[src/rtl/stopwatch_pkg.sv]
// Shared stopwatch definitions: counter control codes, FSM state type and debounce default.
package stopwatch_pkg;

  localparam int unsigned CTRL_W        = 2;
  localparam int unsigned DEBOUNCE_10MS = 500000;

  localparam logic [CTRL_W-1:0] CTRL_IDLE  = 2'b00;
  localparam logic [CTRL_W-1:0] CTRL_COUNT = 2'b01;
  localparam logic [CTRL_W-1:0] CTRL_PAUSE = 2'b10;

  typedef enum logic [CTRL_W-1:0] {
    ST_IDLE  = 2'b00,
    ST_COUNT = 2'b01,
    ST_PAUSE = 2'b10
  } state_t;

endpackage

[src/rtl/btn_debounce.sv]
// Two-flop synchroniser, stability counter and falling-edge press detector for one raw button.
module btn_debounce
  import stopwatch_pkg::*;
#(
  parameter int unsigned DEBOUNCE_CYC = DEBOUNCE_10MS
) (
  input  logic clk,
  input  logic rst_n,
  input  logic btn_n,
  output logic stable_n,
  output logic press_evt
);

  localparam int unsigned      CNT_W   = (DEBOUNCE_CYC > 1) ? $clog2(DEBOUNCE_CYC) : 1;
  localparam logic [CNT_W-1:0] CNT_MAX = CNT_W'(DEBOUNCE_CYC - 1);

  logic             sync_q1;
  logic             sync_q2;
  logic             stable_q;
  logic [CNT_W-1:0] cnt_q;
  logic             mismatch;
  logic             update;

  assign mismatch = sync_q2 ^ stable_q;
  assign update   = mismatch && (cnt_q == CNT_MAX);

  always_ff @(posedge clk or negedge rst_n) begin
    if (!rst_n) begin
      sync_q1  <= 1'b1;
      sync_q2  <= 1'b1;
      stable_q <= 1'b1;
      cnt_q    <= '0;
    end else begin
      sync_q1 <= btn_n;
      sync_q2 <= sync_q1;
      if (!mismatch) begin
        cnt_q <= '0;
      end else if (update) begin
        stable_q <= sync_q2;
        cnt_q    <= '0;
      end else begin
        cnt_q <= cnt_q + CNT_W'(1);
      end
    end
  end

  // Event fires on the same edge the stable level drops, so the FSM moves in lock-step.
  assign stable_n  = stable_q;
  assign press_evt = update & ~sync_q2;

endmodule

[src/rtl/stopwatch_ctrl.sv]
// Stopwatch control: debounced start/pause and clear buttons driving the IDLE/COUNT/PAUSE FSM.
module stopwatch_ctrl
  import stopwatch_pkg::*;
#(
  parameter int unsigned DEBOUNCE_CYC = DEBOUNCE_10MS
) (
  input  logic       clk,
  input  logic       rst_n,
  input  logic       btn_start_n,
  input  logic       btn_clear_n,
  output logic [1:0] cnt_ctrl,
  output logic       led_run,
  output logic       led_pause
);

  state_t state;
  logic   start_evt;
  logic   clear_evt;
  logic   start_stable_n;
  logic   clear_stable_n;
  logic   unused_stable;

  btn_debounce #(.DEBOUNCE_CYC(DEBOUNCE_CYC)) u_start (
    .clk       (clk),
    .rst_n     (rst_n),
    .btn_n     (btn_start_n),
    .stable_n  (start_stable_n),
    .press_evt (start_evt)
  );

  btn_debounce #(.DEBOUNCE_CYC(DEBOUNCE_CYC)) u_clear (
    .clk       (clk),
    .rst_n     (rst_n),
    .btn_n     (btn_clear_n),
    .stable_n  (clear_stable_n),
    .press_evt (clear_evt)
  );

  assign unused_stable = start_stable_n ^ clear_stable_n;

  // Clear outranks start in IDLE and PAUSE; a running watch ignores clear.
  always_ff @(posedge clk or negedge rst_n) begin
    if (!rst_n) begin
      state <= ST_IDLE;
    end else begin
      case (state)
        ST_IDLE: begin
          if (clear_evt)      state <= ST_IDLE;
          else if (start_evt) state <= ST_COUNT;
        end
        ST_COUNT: begin
          if (start_evt) state <= ST_PAUSE;
        end
        ST_PAUSE: begin
          if (clear_evt)      state <= ST_IDLE;
          else if (start_evt) state <= ST_COUNT;
        end
        default: state <= ST_IDLE;
      endcase
    end
  end

  // Outputs decode the state register alone; an illegal encoding reads as IDLE.
  always_comb begin
    cnt_ctrl  = CTRL_IDLE;
    led_run   = 1'b0;
    led_pause = 1'b0;
    case (state)
      ST_COUNT: begin
        cnt_ctrl = CTRL_COUNT;
        led_run  = 1'b1;
      end
      ST_PAUSE: begin
        cnt_ctrl  = CTRL_PAUSE;
        led_pause = 1'b1;
      end
      default: ;
    endcase
  end

endmodule

[config.mk]
export PLATFORM = sky130hd
export DESIGN_NAME = stopwatch_ctrl
export DESIGN_NICKNAME = d
export VERILOG_FILES = /design/src/rtl/stopwatch_pkg.sv /design/src/rtl/btn_debounce.sv /design/src/rtl/stopwatch_ctrl.sv
export SDC_FILE = /design/constraint.sdc
export NUM_CORES = 1
export LEC_CHECK = 0
export CAP_MARGIN = 20
export CORE_MARGIN = 3
export CORE_UTILIZATION = 54
export DETAILED_ROUTE_END_ITERATION = 10
export PLACE_DENSITY = 0.75
export SETUP_SLACK_MARGIN = 0.5
export SLEW_MARGIN = 15
export SYNTH_ARGS = -nofsm -noshare
export SYNTH_HDL_FRONTEND = slang
export SYNTH_SLANG_ARGS = --single-unit
[constraint.sdc]
create_clock -name clk -period 2.1 [get_ports clk]
set_input_delay 0.315 -clock clk [delete_from_list [all_inputs] [get_ports clk]]
set_output_delay 0.315 -clock clk [all_outputs]
set_load 0.1 [all_outputs]
==> impl_results.html, run 1 <==
<table>
<tr><th>Metric</th><th>Value</th></tr>
<tr><th colspan="2">Timing</th></tr>
<tr><td>Final setup violation count</td><td>0</td></tr>
<tr><td>Post-route clock period utilization</td><td>approximately 95%</td></tr>
<tr><td>Worst Skew</td><td>8.51 ps</td></tr>
<tr><td>Hold violation total from the final report</td><td>8</td></tr>
<tr><td>Clock period minus final worst setup slack</td><td>2000 ps</td></tr>
<tr><td>Final-report max-slew violation count</td><td>0</td></tr>
<tr><td>Max_slew headroom</td><td>60.7%</td></tr>
<tr><td>Achievable Freq</td><td>0.500 GHz</td></tr>
<tr><td>Setup TNS after final layout</td><td>0 ps</td></tr>
<tr><td>Worst Tran Pin Value</td><td>584 ps</td></tr>
<tr><td>Worst hold slack</td><td>-13.5 ps</td></tr>
<tr><td>RSZ-0062 raised after global routing</td><td>yes</td></tr>
<tr><th colspan="2">Cells and area</th></tr>
<tr><td>Final core utilization</td><td>77.5%</td></tr>
<tr><td>Fraction of final layout cells with drive strength greater than 1</td><td>36.9%</td></tr>
<tr><td>Multi-input logic area</td><td>1220 um^2</td></tr>
<tr><td>Filler Cell Count</td><td>218</td></tr>
<tr><td>Nets</td><td>276</td></tr>
<tr><td>Number of cells in the finished layout apart from fillers</td><td>319</td></tr>
<tr><td>Sequential cell area in the final layout</td><td>1160 um^2</td></tr>
<tr><td>Area growth from synthesis to layout</td><td>31.2%</td></tr>
<tr><td>Antenna Diode Count</td><td>0</td></tr>
<tr><th colspan="2">Setup path</th></tr>
<tr><td>Worst stage delay on the critical path</td><td>around 560 ps</td></tr>
<tr><td>Worst Reg-to-Reg Cells</td><td>4</td></tr>
<tr><td>Critical Path Sink Type</td><td>flop</td></tr>
<tr><td>Largest delay contributor family on the critical path</td><td>simple AND/OR/NAND/NOR gates</td></tr>
<tr><td>Reg-to-Reg Start</td><td>u_start.cnt_q[12]$_DFF_PN0_</td></tr>
<tr><td>List of cells traversed by the critical path</td><td>or4b_1 &gt; or4_4 &gt; or3_4 &gt; o22ai_2</td></tr>
<tr><td>Startpoint type of the worst setup path</td><td>flop</td></tr>
<tr><td>Max FO, Critical Path</td><td>4</td></tr>
<tr><td>Cell with the largest stage delay on the worst path</td><td>or4_4</td></tr>
<tr><td>CP Buf/Inv Count</td><td>0</td></tr>
<tr><td>Destination of the worst register-to-register timing path</td><td>state[0]$_DFFE_PN0P_</td></tr>
<tr><td>Critical path class</td><td>flop to flop</td></tr>
<tr><td>Worst path depth</td><td>4</td></tr>
<tr><td>CP arrival</td><td>approximately 2200 ps</td></tr>
<tr><td>Worst reg2reg setup slack</td><td>approximately 99 ps</td></tr>
<tr><td>CP required</td><td>2330 ps</td></tr>
<tr><th colspan="2">Status</th></tr>
<tr><td>Violations in the final reports</td><td>negative hold slack</td></tr>
<tr><td>Run status</td><td>finished, violations left</td></tr>
<tr><th colspan="2">Global route</th></tr>
<tr><td>Vias in the first global route</td><td>1,923</td></tr>
<tr><td>Met3 demand-to-capacity share in global routing</td><td>5.54%</td></tr>
<tr><td>Met1 layer usage reported by global route</td><td>33.9%</td></tr>
<tr><td>Routing layer with the top usage in global route</td><td>met2</td></tr>
<tr><td>Total global routing track utilization</td><td>23.6%</td></tr>
<tr><td>Largest net degree at the start of global routing</td><td>25</td></tr>
<tr><td>Remaining global-route overflow</td><td>0</td></tr>
<tr><td>Global-route track usage on met2</td><td>35.0%</td></tr>
<tr><td>Wire length of the first global-routing pass</td><td>about 9.3 mm</td></tr>
<tr><td>Antenna violations before repair</td><td>0</td></tr>
<tr><th colspan="2">Clock network</th></tr>
<tr><td>Clock input transition at the sequential cells of the worst setup and hold paths</td><td>about 90 ps</td></tr>
<tr><td>H-tree levels</td><td>2</td></tr>
<tr><td>Max Root-Sink Buffers</td><td>2</td></tr>
<tr><td>Hold-fix buffer count after cts</td><td>0</td></tr>
<tr><td>Clock buffers created by TritonCTS</td><td>5</td></tr>
<tr><td>Root buffer cell</td><td>clkbuf_8</td></tr>
<tr><td>Clock tree from TritonCTS</td><td>yes</td></tr>
<tr><td>Clock insertion delay at the later pin of the skew report</td><td>300 ps</td></tr>
<tr><td>Number of sinks handled by clock tree synthesis</td><td>46</td></tr>
<tr><th colspan="2">Synth</th></tr>
<tr><td>Ys flop type</td><td>dfrtp_1</td></tr>
<tr><td>Number of flops mapped to enable cells by yosys</td><td>0</td></tr>
<tr><td>Share of the yosys chip area belonging to registers</td><td>50.9%</td></tr>
<tr><td>Yosys warnings</td><td>0</td></tr>
<tr><td>Synth Area in XOR/XNOR</td><td>a little over a tenth</td></tr>
<tr><td>Fraction of registers with async set or reset after synthesis</td><td>100%</td></tr>
<tr><td>Post-synthesis instance total</td><td>225</td></tr>
<tr><td>Arithmetic-cell share of the synthesized area counting full adders, half adders and majority gates</td><td>1.10%</td></tr>
<tr><td>Share of synthesized area spent on multiplexers</td><td>under 10%</td></tr>
<tr><td>Syn avg cell area</td><td>10.1 um^2</td></tr>
<tr><td>Compound-cell area share of the yosys netlist</td><td>approximately 6%</td></tr>
<tr><td>Count of cell types in the netlist</td><td>39</td></tr>
<tr><td>Post-synthesis simple-gate area fraction</td><td>26.7%</td></tr>
<tr><td>Net count of the mapped netlist</td><td>231</td></tr>
<tr><td>Area of the mapped netlist</td><td>between 2000 and 2500 um^2</td></tr>
<tr><td>Flops &amp; latches, synth</td><td>46</td></tr>
<tr><td>Main combinational cell family by area after synthesis</td><td>simple AND/OR/NAND/NOR gates</td></tr>
<tr><th colspan="2">Drt</th></tr>
<tr><td>Post-detailed-route DRC marker count</td><td>0</td></tr>
<tr><td>Number of vias per cell after detailed routing</td><td>6.15</td></tr>
<tr><td>Routed via count</td><td>1,963</td></tr>
<tr><td>Aggregate routed wire length</td><td>5.98 mm</td></tr>
<tr><td>Starting DRT DRC Count</td><td>205</td></tr>
<tr><td>Avg WL per Cell</td><td>18.7 um</td></tr>
<tr><td>Number of nets with antenna violations after routing</td><td>0</td></tr>
<tr><td>Iteration count of the initial detailed-routing pass</td><td>4</td></tr>
<tr><th colspan="2">Run</th></tr>
<tr><td>Max-cap violations</td><td>0</td></tr>
<tr><th colspan="2">Place</th></tr>
<tr><td>Half-perimeter wire length after placement</td><td>3.08 mm</td></tr>
<tr><td>Post-Place Cells</td><td>284</td></tr>
<tr><td>Count of input and output buffers</td><td>7</td></tr>
<tr><td>Placer's final routability congestion estimate</td><td>about 0.8</td></tr>
<tr><th colspan="2">Worst hold path</th></tr>
<tr><td>Hold/Removal Path Class</td><td>input port to asynchronous set/reset pin</td></tr>
<tr><th colspan="2">Floorplanning</th></tr>
<tr><td>Placeable core area</td><td>3850 um^2</td></tr>
<tr><td>Number of cell rows</td><td>22</td></tr>
<tr><td>Area enclosed by the die boundary</td><td>just over 5000 um^2</td></tr>
<tr><td>Die outline height</td><td>slightly above 70 um</td></tr>
<tr><td>Die boundary width</td><td>70.9 um</td></tr>
<tr><td>Initial Util</td><td>approximately three fifths</td></tr>
<tr><td>Boundary Pins</td><td>8</td></tr>
<tr><th colspan="2">Power</th></tr>
<tr><td>Total power per unit cell area</td><td>561 nW/um^2</td></tr>
<tr><td>Static Leak</td><td>0.00117 uW</td></tr>
<tr><td>Maximum resistive drop on vdd</td><td>0.461 mV</td></tr>
</table>
==> power breakdown <==
part | leakage (uW) | total [uW] | internal, uW | switching, uW
Combinational | 0.000508 | 106 | 45.2 | 60.4
Clock | 0.0000524 | 654 | 356 | 298
Sequential | 0.000609 | 916 | 902 | 14.2
Total | 0.00117 | 1680 | 1300 | 372
==> placed cells by master, fill, tap and decap left out, types with 3 or more instances in the layout <==
cell type | Yosys | routed
clkbuf_8 | 0 | 5
buf_6 | 1 | 7
inv_1 | 6 | 5
a21oi_1 | 8 | 3
xnor2_1 | 16 | 16
nand4_1 | 15 | 15
nand3_1 | 13 | 11
nor2_2 | 0 | 11
buf_12 | 0 | 3
buf_4 | 2 | 31
nor2_1 | 35 | 22
nor3_1 | 5 | 4
a21oi_2 | 0 | 5
dfrtp_2 | 0 | 5
nor4_1 | 8 | 8
and4_4 | 0 | 3
or4_1 | 5 | 5
dfrtp_1 | 40 | 35
nand2_1 | 13 | 12
xor2_1 | 12 | 12
dfstp_2 | 6 | 6
o31ai_1 | 4 | 4
==> final cells by class <==
type / instances / share of cell area (%)
clock buffer: 7 / 2.56
clock inverter: 1 / 1.01
inverter: 6 / 0.880
multi-input combinational: 166 / 40.7
sequential: 46 / 39.0
tap: 48 / 2.01
timing repair buffer: 45 / 13.8
==> logic make-up after synthesis <==
group,Yosys count
mux,3
compound gates,19
xor+xnor,28
simple gates,114
buf+inv,13
fa+ha+maj,2
flops,46
==> worst max-delay path by stage <==
stage	start	end	slack, ps
CTS	u_start.cnt_q[12]$_DFF_PN0_	u_start.stable_n$_DFFE_PN1P_	110
global placement	u_start.cnt_q[10]$_DFF_PN0_	u_start.stable_n$_DFFE_PN1P_	160
global route	u_start.cnt_q[6]$_DFF_PN0_	u_start.cnt_q[18]$_DFF_PN0_	-10
floorplan	u_start.cnt_q[7]$_DFF_PN0_	u_start.cnt_q[10]$_DFF_PN0_	140
detailed placement	u_start.cnt_q[10]$_DFF_PN0_	u_start.stable_n$_DFFE_PN1P_	80
finish	u_start.cnt_q[12]$_DFF_PN0_	state[0]$_DFFE_PN0P_	100
==> per-layer routing <==
layer | vias up | routed length (um) | share of wire [%]
li1 | 893 | - | -
met4 | 0 | 169 | 2.8
met5 | - | 0 | 0
met1 | 967 | 2530 | 42
met2 | 80 | 2920 | 49
met3 | 23 | 360 | 6.0
==> metrics by stage <==
step	setup slack (ps)	instance area (um^2)	power, uW
3_5_place_dp	83.8	2490	1010
5_1_grt	-14.9	2990	1740
6_report	99.4	2990	1680
3_3_place_gp	163	2490	1010
2_1_floorplan	141	2310	966
4_1_cts	107	2890	1660
==> synth_stat cells, types with 2 or more instances <==
cell	count	area (um^2)
or3_1	3	18.8
dfrtp_1	40	1000
nor4_1	8	50.1
or4_1	5	37.5
nand2b_1	3	18.8
inv_1	6	22.5
nor2_1	35	131
xnor2_1	16	140
or4b_1	2	20.0
xor2_1	12	105
nand2_1	13	48.8
clkbuf_1	2	7.51
buf_4	2	15.0
ha_1	2	25.0
and2_1	2	12.5
mux2_2	2	22.5
nor3_1	5	25.0
dfstp_2	6	158
a21oi_1	8	40.0
and4_1	4	35.0
o21ai_0	2	10.0
o31ai_1	4	30.0
nand4_1	15	93.8
nand3_1	13	65.1
==> sequential cells by signal, summed over array words and instances (netlist names) <==
| name | cells |
|---|---|
| state | 2 |
| u_clear.cnt_q | 19 |
| u_clear.stable_n | 1 |
| u_clear.sync_q1 | 1 |
| u_clear.sync_q2 | 1 |
| u_start.cnt_q | 19 |
| u_start.stable_n | 1 |
| u_start.sync_q1 | 1 |
| u_start.sync_q2 | 1 |
==> repair_timing <==
item                       in CTS  in global routing
gates cloned                    3                  0
hold endpoints to repair        0                  0
setup buffers                  21                  3
pin swaps                       8                  5
gates resized for setup        31                 22
setup endpoints to repair      42                 40
==> worst register-to-register path, cell delays in order, from the launching register on <==
cell	delay, ps
dfrtp_1	390
or4b_1	540
or4_4	560
or3_4	360
o22ai_2	90
(Power assumes the default switching activity.)
==> run 2, diff against run 1 <==
--- a/config.mk
+++ b/config.mk
@@ -6,7 +6,7 @@
 export NUM_CORES = 1
 export LEC_CHECK = 0
 export CAP_MARGIN = 20
-export CORE_MARGIN = 3
+export CORE_ASPECT_RATIO = 1.5
 export CORE_UTILIZATION = 54
 export DETAILED_ROUTE_END_ITERATION = 10
 export PLACE_DENSITY = 0.75
==> constraint.sdc (replaced) <==
create_clock -name clk -period 1.75 [get_ports clk]
set_input_delay 0.2625 -clock clk [delete_from_list [all_inputs] [get_ports clk]]
set_output_delay 0.2625 -clock clk [all_outputs]
set_load 0.1 [all_outputs]
==> run 2 against run 1 <==
The run ends with negative setup slack left. Routed wire length is 3.5% lower. Critical path type unchanged. Sequential cell count is the same. Sequential power is 20% higher. Sequential share of layout area shrank 1.1 points. Critical path depth unchanged. Largest cell class unchanged. Combinational power grew 30%. Via count is 1.0% lower.
==> impl_results.html, run 2 (synthesis results as in run 1) <==
<table>
<tr><th>Metric</th><th>Value</th></tr>
<tr><th colspan="2">Place</th></tr>
<tr><td>Placer's final routability congestion estimate</td><td>0.810 (-1.5%)</td></tr>
<tr><td>Half-perimeter wire length after placement</td><td>3.52 mm (+15%)</td></tr>
<tr><td>Count of input and output buffers</td><td>7 (unchanged)</td></tr>
<tr><th colspan="2">Status</th></tr>
<tr><td>Run status</td><td>finished, violations left</td></tr>
<tr><td>Violations in the final reports</td><td>negative setup slack</td></tr>
<tr><th colspan="2">Clock network</th></tr>
<tr><td>Max Root-Sink Buffers</td><td>2 (unchanged)</td></tr>
<tr><td>Clock tree from TritonCTS</td><td>yes</td></tr>
<tr><td>Number of sinks handled by clock tree synthesis</td><td>46 (unchanged)</td></tr>
<tr><td>H-tree levels</td><td>2 (unchanged)</td></tr>
<tr><td>Clock buffers created by TritonCTS</td><td>5 (unchanged)</td></tr>
<tr><td>Root buffer cell</td><td>clkbuf_8</td></tr>
<tr><td>Clock insertion delay at the later pin of the skew report</td><td>310 ps (about the same)</td></tr>
<tr><td>Hold-fix buffer count after cts</td><td>0 (unchanged)</td></tr>
<tr><td>Clock input transition at the sequential cells of the worst setup and hold paths</td><td>90 ps (about the same)</td></tr>
<tr><th colspan="2">Cells and area</th></tr>
<tr><td>Fraction of final layout cells with drive strength greater than 1</td><td>36.8% (-0.11 points)</td></tr>
<tr><td>Registers with the highest flip-flop counts</td><td>u_clear.cnt_q (19), u_start.cnt_q (19), state (2)</td></tr>
<tr><td>Antenna Diode Count</td><td>0 (unchanged)</td></tr>
<tr><td>Sequential cell area in the final layout</td><td>1160 um^2 (-0.43%)</td></tr>
<tr><td>Commonest cells after routing, fill and taps aside</td><td>buf_4 (40), dfrtp_1 (39), nor2_1 (22), xnor2_1 (16), nand4_1 (15)</td></tr>
<tr><td>Commonest non-fill, non-tap cell in the layout</td><td>buf_4</td></tr>
<tr><td>Nets</td><td>285 (+3.3%)</td></tr>
<tr><td>Multi-input logic area</td><td>1230 um^2 (+1.2%)</td></tr>
<tr><td>Filler Cell Count</td><td>273 (+25%)</td></tr>
<tr><td>Area growth from synthesis to layout</td><td>34.4%</td></tr>
<tr><th colspan="2">Setup path</th></tr>
<tr><td>Startpoint of the most critical setup path</td><td>u_start.cnt_q[10]$_DFF_PN0_</td></tr>
<tr><td>CP arrival</td><td>2210 ps (-20 ps)</td></tr>
<tr><td>Worst Reg-to-Reg Cells</td><td>4 (unchanged)</td></tr>
<tr><td>Startpoint type of the worst setup path</td><td>flop</td></tr>
<tr><td>Crit path capture</td><td>state[0]$_DFFE_PN0P_</td></tr>
<tr><td>Worst reg2reg setup slack</td><td>-240 ps (-340 ps)</td></tr>
<tr><td>CP required</td><td>1970 ps (-360 ps)</td></tr>
<tr><td>Reg-to-Reg Start</td><td>u_start.cnt_q[10]$_DFF_PN0_</td></tr>
<tr><td>Max FO, Critical Path</td><td>4 (unchanged)</td></tr>
<tr><td>Critical path class</td><td>flop to flop</td></tr>
<tr><td>Destination of the worst register-to-register timing path</td><td>state[0]$_DFFE_PN0P_</td></tr>
<tr><td>Critical Path Sink Type</td><td>flop</td></tr>
<tr><th colspan="2">Power</th></tr>
<tr><td>Total power per unit cell area</td><td>626 nW/um^2 (+11%)</td></tr>
<tr><td>Maximum resistive drop on vdd</td><td>0.654 mV (+42%)</td></tr>
<tr><td>Power after layout</td><td>1910 uW (+14%)</td></tr>
<tr><td>Static Leak</td><td>0.00122 uW (+3.9%)</td></tr>
<tr><th colspan="2">Timing</th></tr>
<tr><td>Final worst-path setup slack</td><td>-236 ps (-336 ps)</td></tr>
<tr><td>Hold violation total from the final report</td><td>0 (-8)</td></tr>
<tr><td>Worst Tran Pin Value</td><td>569 ps (-14.9 ps)</td></tr>
<tr><td>Achievable Freq</td><td>0.503 GHz (+0.72%)</td></tr>
<tr><td>Clock period minus final worst setup slack</td><td>1990 ps (-14.2 ps)</td></tr>
<tr><td>Setup TNS after final layout</td><td>-4260 ps (-4260 ps)</td></tr>
<tr><td>Final setup violation count</td><td>29 (+29)</td></tr>
<tr><td>Worst Skew</td><td>11.6 ps (+3.10 ps)</td></tr>
<tr><td>Max_slew headroom</td><td>62.1% (+1.3 points)</td></tr>
<tr><td>Final-report max-slew violation count</td><td>0 (unchanged)</td></tr>
<tr><td>Post-route clock period utilization</td><td>114% (+18 points)</td></tr>
<tr><td>RSZ-0062 raised after global routing</td><td>yes</td></tr>
<tr><th colspan="2">Floorplanning</th></tr>
<tr><td>Die boundary width</td><td>55.0 um (-22%)</td></tr>
<tr><td>Initial Util</td><td>57.0% (-2.1 points)</td></tr>
<tr><td>Boundary Pins</td><td>8 (unchanged)</td></tr>
<tr><td>Placeable core area</td><td>3990 um^2 (+3.6%)</td></tr>
<tr><td>Die outline height</td><td>81.5 um (+15%)</td></tr>
<tr><td>Number of cell rows</td><td>28 (+27%)</td></tr>
<tr><td>Area enclosed by the die boundary</td><td>4480 um^2 (-11%)</td></tr>
<tr><th colspan="2">Drt</th></tr>
<tr><td>Starting DRT DRC Count</td><td>74 (-64%)</td></tr>
<tr><td>Metal3 WL</td><td>122 um (-66%)</td></tr>
<tr><td>Iteration count of the initial detailed-routing pass</td><td>5 (+1)</td></tr>
<tr><td>Number of nets with antenna violations after routing</td><td>0 (unchanged)</td></tr>
<tr><td>Aggregate routed wire length</td><td>5.77 mm (-3.5%)</td></tr>
<tr><td>Routed length on met2</td><td>3.34 mm (+15%)</td></tr>
<tr><td>Top layer reached by signal wires</td><td>met4</td></tr>
<tr><td>Routed via count</td><td>1,943 (-1.0%)</td></tr>
<tr><td>Post-detailed-route DRC marker count</td><td>0 (unchanged)</td></tr>
<tr><td>Number of vias per cell after detailed routing</td><td>5.98 (-2.8%)</td></tr>
<tr><td>Avg WL per Cell</td><td>17.7 um (-5.3%)</td></tr>
<tr><td>Total routed wire length on the met1 layer</td><td>2.14 mm (-16%)</td></tr>
<tr><th colspan="2">Run</th></tr>
<tr><td>Max-cap violations</td><td>0 (unchanged)</td></tr>
<tr><th colspan="2">Global route</th></tr>
<tr><td>Vias in the first global route</td><td>2,013 (+4.7%)</td></tr>
<tr><td>Antenna violations before repair</td><td>0 (unchanged)</td></tr>
<tr><td>Total global routing track utilization</td><td>28.1% (+4.5 points)</td></tr>
<tr><td>Largest net degree at the start of global routing</td><td>47 (+88%)</td></tr>
<tr><td>Wire length of the first global-routing pass</td><td>8.79 mm (-5.8%)</td></tr>
<tr><td>Remaining global-route overflow</td><td>0 (unchanged)</td></tr>
<tr><th colspan="2">Worst hold path</th></tr>
<tr><td>Hold/Removal Path Class</td><td>input port to asynchronous set/reset pin</td></tr>
</table>
[run 2: cell count changes in the layout (fill, tap and decap cells not counted), moves of 2 or more]
cell | before | now
dfrtp_2 | 5 | 1
nor2_4 | 2 | 7
nor2_2 | 11 | 6
buf_12 | 3 | 5
and4_4 | 3 | 1
and4_1 | 1 | 3
dfrtp_1 | 35 | 39
buf_4 | 31 | 40
[run 2: worst min path at each step]
stage	endpoint	slack (ps)	depth (start not counted)
floorplan	state[0]$_DFFE_PN0P_	-30	0
finish	u_clear.cnt_q[16]$_DFF_PN0_	10	2
global route	u_clear.cnt_q[16]$_DFF_PN0_	90	2
CTS	u_clear.cnt_q[16]$_DFF_PN0_	50	2
global placement	u_start.sync_q2$_DFF_PN1_	350	0
detailed placement	u_start.sync_q2$_DFF_PN1_	350	0
[run 2: worst max-delay path, cell delays in order (launching register included)]
cell     delay, ps
dfrtp_1        380
or4b_1         510
or4_4          550
or3_4          360
o22ai_2        110
[run 2: layer usage]
layer | track usage, % | up-vias
met5 | 0 | -
met4 | 14.8 | 0
met3 | 5.00 | 12
met2 | 54.5 | 33
met1 | 25.7 | 990
li1 | - | 908
[run 2: final cells by class]
class                           count  area share [%]
Timing Repair Buffer               54            16.1
Multi-Input combinational cell    166            40.3
Clock buffer                        7            2.82
Sequential cell                    46            37.9
Tap cell                           45            1.84
Inverter                            6           0.859
Clock inverter                      1           0.164
[run 2: stage by stage]
| step | cells | util (%) | hold WS (ps) | cell area (um^2) | setup WS, ps |
|---|---|---|---|---|---|
| 2_1_floorplan | 225 | - | -33.1 | 2310 | -209 |
| 3_5_place_dp | 306 | 67.6 | 348 | 2700 | -197 |
| 3_3_place_gp | 306 | 67.6 | 346 | 2700 | -153 |
| 4_1_cts | 319 | 73.3 | 45.2 | 2930 | -214 |
| 6_report | 325 | 76.6 | 12.6 | 3060 | -236 |
| 5_1_grt | 325 | 76.6 | 85.7 | 3060 | -298 |
[run 2: where the power goes]
| part | switching (uW) | internal [uW] |
|---|---|---|
| clock network | 361 | 319 |
| logic | 79.5 | 58.1 |
| registers | 14.2 | 1080 |
| total | 455 | 1460 |
[run 2: what timing repair did]
action	in CTS	in global routing
pin swaps	4	6
setup endpoints to repair	44	46
buffers inserted	5	6
resized for setup	23	21
